$ cat config.mk
export PLATFORM = sky130hd
export DESIGN_NAME = mem_port_arbiter
export DESIGN_NICKNAME = d
export VERILOG_FILES = /design/src/rtl/mem_port_arbiter.sv
export SDC_FILE = /design/constraint.sdc
export NUM_CORES = 1
export LEC_CHECK = 0
export ABC_AREA = 1
export CAP_MARGIN = 20
export CORE_MARGIN = 5
export CORE_UTILIZATION = 48
export CTS_BUF_LIST = sky130_fd_sc_hd__clkbuf_8
export CTS_CLUSTER_SIZE = 10
export DETAILED_ROUTE_END_ITERATION = 10
export GPL_ROUTABILITY_DRIVEN = 0
export GPL_TIMING_DRIVEN = 0
export PLACE_DENSITY = 0.9
export SLEW_MARGIN = 20
export SYNTH_ARGS = -nofsm -noshare
export SYNTH_HDL_FRONTEND = slang
export SYNTH_SLANG_ARGS = --single-unit
$ cat constraint.sdc
create_clock -name clk -period 4.78 [get_ports clk]
set_clock_uncertainty 0.2 [all_clocks]
set_input_delay 0.717 -clock clk [delete_from_list [all_inputs] [get_ports clk]]
set_output_delay 0.717 -clock clk [all_outputs]
set_load 0.005 [all_outputs]
$ cat src/rtl/mem_port_arbiter.sv
// Two-requester memory port arbiter: data over fetch, one access in flight.
// Registered request, one-cycle completion pulses, ack timeout, flush drop.
module mem_port_arbiter #(
    parameter logic [7:0] TIMEOUT = 8'd255
) (
    input  logic        clk,
    input  logic        reset_x,
    input  logic        i_ifReq,
    input  logic [31:0] i_ifAddr,
    input  logic        i_dReq,
    input  logic        i_dWrite,
    input  logic [1:0]  i_dSize,
    input  logic [31:0] i_dAddr,
    input  logic [31:0] i_dWdata,
    input  logic        i_flush,
    input  logic        i_memAck,
    input  logic [31:0] i_memRdata,
    output logic        o_memReq,
    output logic        o_memWrite,
    output logic [1:0]  o_memSize,
    output logic [31:0] o_memAddr,
    output logic [31:0] o_memWdata,
    output logic        o_ifValid,
    output logic [31:0] o_ifRdata,
    output logic        o_dValid,
    output logic [31:0] o_dRdata,
    output logic        o_stallF,
    output logic        o_stallM,
    output logic        o_busErr
);
    typedef enum logic [1:0] {
        IDLE,
        BUSY_IF,
        BUSY_D
    } state_t;

    state_t      state;
    state_t      stateNxt;
    logic [7:0]  waitCnt;
    logic        drop;
    logic [31:0] addrR;
    logic [31:0] wdataR;
    logic        writeR;
    logic [1:0]  sizeR;
    logic        ifValidR;
    logic        dValidR;
    logic        busErrR;
    logic [31:0] ifRdataR;
    logic [31:0] dRdataR;

    logic dElig;
    logic ifElig;
    logic grantD;
    logic grantIf;
    logic busy;
    logic timeout;
    logic finish;
    logic dropNow;

    always_comb begin
        dElig    = i_dReq & ~dValidR;
        ifElig   = i_ifReq & ~ifValidR;
        grantD   = (state == IDLE) & dElig;
        grantIf  = (state == IDLE) & ~dElig & ifElig & ~i_flush;
        busy     = (state != IDLE);
        timeout  = busy & ~i_memAck & (waitCnt == TIMEOUT);
        finish   = busy & (i_memAck | timeout);
        dropNow  = drop | i_flush;
        stateNxt = state;
        unique case (state)
            IDLE: begin
                if (grantD) begin
                    stateNxt = BUSY_D;
                end else if (grantIf) begin
                    stateNxt = BUSY_IF;
                end
            end
            BUSY_IF, BUSY_D: begin
                if (finish) begin
                    stateNxt = IDLE;
                end
            end
            default: stateNxt = IDLE;
        endcase
    end

    always_ff @(posedge clk or negedge reset_x) begin
        if (!reset_x) begin
            state <= IDLE;
        end else begin
            state <= stateNxt;
        end
    end

    always_ff @(posedge clk or negedge reset_x) begin
        if (!reset_x) begin
            waitCnt  <= '0;
            drop     <= 1'b0;
            addrR    <= '0;
            wdataR   <= '0;
            writeR   <= 1'b0;
            sizeR    <= '0;
            ifValidR <= 1'b0;
            dValidR  <= 1'b0;
            busErrR  <= 1'b0;
            ifRdataR <= '0;
            dRdataR  <= '0;
        end else begin
            ifValidR <= 1'b0;
            dValidR  <= 1'b0;
            busErrR  <= 1'b0;
            if (grantD | grantIf) begin
                addrR   <= grantD ? i_dAddr : i_ifAddr;
                writeR  <= grantD & i_dWrite;
                sizeR   <= grantD ? i_dSize : 2'b10;
                wdataR  <= grantD ? i_dWdata : '0;
                waitCnt <= '0;
            end else if (busy & ~finish) begin
                waitCnt <= waitCnt + 8'd1;
            end
            if ((state == BUSY_IF) & i_flush) begin
                drop <= 1'b1;
            end
            // A flush landing in the ack cycle still kills the fetch pulse
            if (finish) begin
                drop    <= 1'b0;
                busErrR <= timeout;
                if (state == BUSY_D) begin
                    dValidR <= 1'b1;
                    dRdataR <= (writeR | timeout) ? '0 : i_memRdata;
                end else if (!dropNow) begin
                    ifValidR <= 1'b1;
                    ifRdataR <= timeout ? '0 : i_memRdata;
                end
            end
        end
    end

    assign o_memReq   = busy;
    assign o_memWrite = busy & writeR;
    assign o_memSize  = busy ? sizeR : 2'b00;
    assign o_memAddr  = busy ? addrR : '0;
    assign o_memWdata = busy ? wdataR : '0;
    assign o_ifValid  = ifValidR;
    assign o_ifRdata  = ifRdataR;
    assign o_dValid   = dValidR;
    assign o_dRdata   = dRdataR;
    assign o_busErr   = busErrR;
    assign o_stallF   = i_ifReq & ~ifValidR;
    assign o_stallM   = i_dReq & ~dValidR;
endmodule

==> metrics.csv <==
metric,value,unit
Mapped Area,6750,µm²
Worst Path Required,3.86,ns
Slew @ Worst Pin,0.612,ns
Register Area,3630,µm²
htree depth,4,
Worst Path Buf+Inv,5,
reg2reg path depth,9,
n_diodes,0,
origin of the worst setup path,state[0],
WL/cell,16.2,µm
Die Width,129,µm
GRT overflow,0,
"EDFF count, synth",0,
Layout area overhead,50.9,%
gr usage total,25.8,%
largest net degree at the start of global routing,81,
Buffers on Ports,273,
Max Cap Violations,0,
DR vias,6635,
TritonCTS buffer count,17,
die height,129,µm
post-synthesis cell type count,28,
register clock-pin slew on the reported worst setup and hold paths,0.08,ns
"worst slack, placed",1.61,ns
post-CTS sizing,0,
Skew-Pair Late Insertion Delay,0.44,ns
DPL Wire Length,16200,µm
design area,10200,µm²
Critical R2R Launch,state[0],
vias in the first global route,6713,
# IOs,274,
crit path DAT,2.69,ns
"FF+latch count, synth",145,
TritonCTS Sinks,145,
Mapped Cells,828,
worst vdd ir,0.306,mV
Final ANT Viol Nets,0,
Setup Buffers After CTS,0,
P_leak,4.91,nW
CTS tree,yes,
post-synthesis sequential area ratio,53.8,%
fill cell count,960,
CP Capture Type,primary output,
Synth top area share,53.8,%
Fin Setup TNS,0,ns
total core area,13800,µm²
share of cells above drive strength 1,7.06,%
hold buffers post-CTS,0,
Slew Limit Fails,0,
Ys Warns,0,
DRT iter0 DRCs,389,
top-count cell post-synth,nand2_1,
Setup CP Type,reg2out,
"top cells by count, synth","248 x nand2_1, 145 x dfrtp_1, 98 x nor2_1, 82 x inv_1, 49 x a21oi_1",
placed cells,1282,
CTS root buffer,clkbuf_8,
initial core utilization,48.8,%
clock buffer depth,2,
Rows,43,
R2R Path End,addrR[2],
RSZ-0062 raised after global routing,false,
FMAX,277,MHz
Synth Flop Type,dfrtp_1,
post-synth top area cell,dfrtp_1,
Residual DRC,0,
Die ar.,16500,µm²
placed cell areas,9740,µm²
total wire length,21200,µm
Synth area leaders,"dfrtp_1 54%, nand2_1 14%, nor2_1 5.5%, inv_1 4.6%, nand3b_1 3.7%",
Non-Filler Instances,1313,
share of flip-flops with an asynchronous set or reset,100,%
final setup margin,1.18,ns
status,"finished, final reports clean",
Synth Net Count,969,
final hold viol count,0,
Post-Synthesis Mean Instance Area,8.15,µm²
global-route wire length before repair,33500,µm
Tmin final,3.60,ns
crit path to,o_memWdata[6],
Initial DRT Pass Iterations,5,
slew margin rel.,59.2,%
CP max-delay cell,clkdlybuf4s50_1,
CP max FO,10,
Final period util,75.4,%
PwrDens,593,nW/µm²
area occupied by multi-input gates,2520,µm²
Startpoint Class,register,
Via density,5.05,
initial antenna violation count,0,
Worst Hold Class,in2async,
number of setup violations in the final report,0,
nets,1262,
Power Total,6.04,mW
CP peak stage delay,0.48,ns
WP depth,7,
"delay-heaviest family, CP",buffers and inverters,
Reg2Reg Setup Slack,2.38,ns
"Cell Chain, Critical Path",inv_1 -> ha_1 -> buf_6 -> clkbuf_1 -> buf_1 -> nor2_1 -> clkdlybuf4s50_1,
==> layout make-up <==
type	instances	share of cell area, %
multi-input combinational	547	24.7
inverter	88	3.29
tap	180	2.21
buffer	48	2.61
timing repair buffer	274	27.2
clock inverter	13	1.91
clock buffer	18	2.43
sequential	145	35.6
==> metrics by stage <==
| stage | utilization [%] | hold WS (ns) |
|---|---|---|
| global placement | 70.2 | 0.252 |
| floorplan | - | 0.221 |
| global route | 73.6 | 0.0228 |
| CTS | 73.6 | 0.0153 |
| finish | 73.6 | 0.00593 |
| detailed placement | 70.4 | 0.258 |
==> where the power goes <==
part / internal (mW) / switching [mW] / leakage [nW]
clock network: 0.626 / 0.455 / 0.236
logic: 1.45 / 1.47 / 2.86
registers: 1.78 / 0.263 / 1.82
==> cells in the final DEF (no fill, tap or decap), types with 18 or more instances in the layout <==
cell             count
a21oi_1             49
clkbuf_8            18
clkdlybuf4s50_1    272
dfrtp_1            145
inv_1               85
nand2_1            248
nand3_1             47
nand3b_1            33
nor2_1              98
o21ai_0             30
==> worst register-to-register path, stage by stage, from the launching register on <==
cell      delay, ns
dfrtp_1        0.40
inv_1          0.09
ha_1           0.17
buf_6          0.13
inv_4          0.06
nor3_4         0.50
nor2_4         0.12
inv_2          0.17
buf_2          0.30
o211ai_1       0.13
==> how the worst min path moves through the flow <==
| stage | startpoint | to | slack, ns | depth (start not counted) |
|---|---|---|---|---|
| detailed placement | o_ifRdata[8] | o_ifRdata[8] | 0.26 | 2 |
| CTS | reset_x | o_dRdata[10] | 0.02 | 1 |
| global route | reset_x | o_ifRdata[9] | 0.02 | 1 |
| finish | reset_x | o_dRdata[10] | 0.006 | 1 |
| floorplan | reset_x | addrR[0] | 0.22 | 0 |
| global placement | o_ifRdata[22] | o_ifRdata[22] | 0.25 | 2 |
==> sequential cells by signal, summed over array words and instances, names as in the netlist <==
register	flops
o_busErr	1
drop	1
state	2
wdataR	32
o_ifRdata	32
o_dRdata	32
writeR	1
sizeR	2
addrR	32
waitCnt	8
o_dValid	1
o_ifValid	1
==> cell families (layout without fill, tap and decap cells) <==
group	Yosys count	after routing	synth area share [%]
compound gates	101	101	7.94
flops	145	145	53.8
simple gates	441	441	28.5
xor+xnor	1	1	0.130
buf+inv	136	441	8.90
fa+ha+maj	4	4	0.742
==> per-layer routing <==
metal | up-vias | GRT usage, % | wire length [µm]
li1 | 3165 | - | -
met1 | 3129 | 29.8 | 8030
met2 | 296 | 44.2 | 10400
met3 | 45 | 8.68 | 2120
met4 | 0 | 10.3 | 651
met5 | - | 0 | 0
Power figures use the tool's default switching activity.
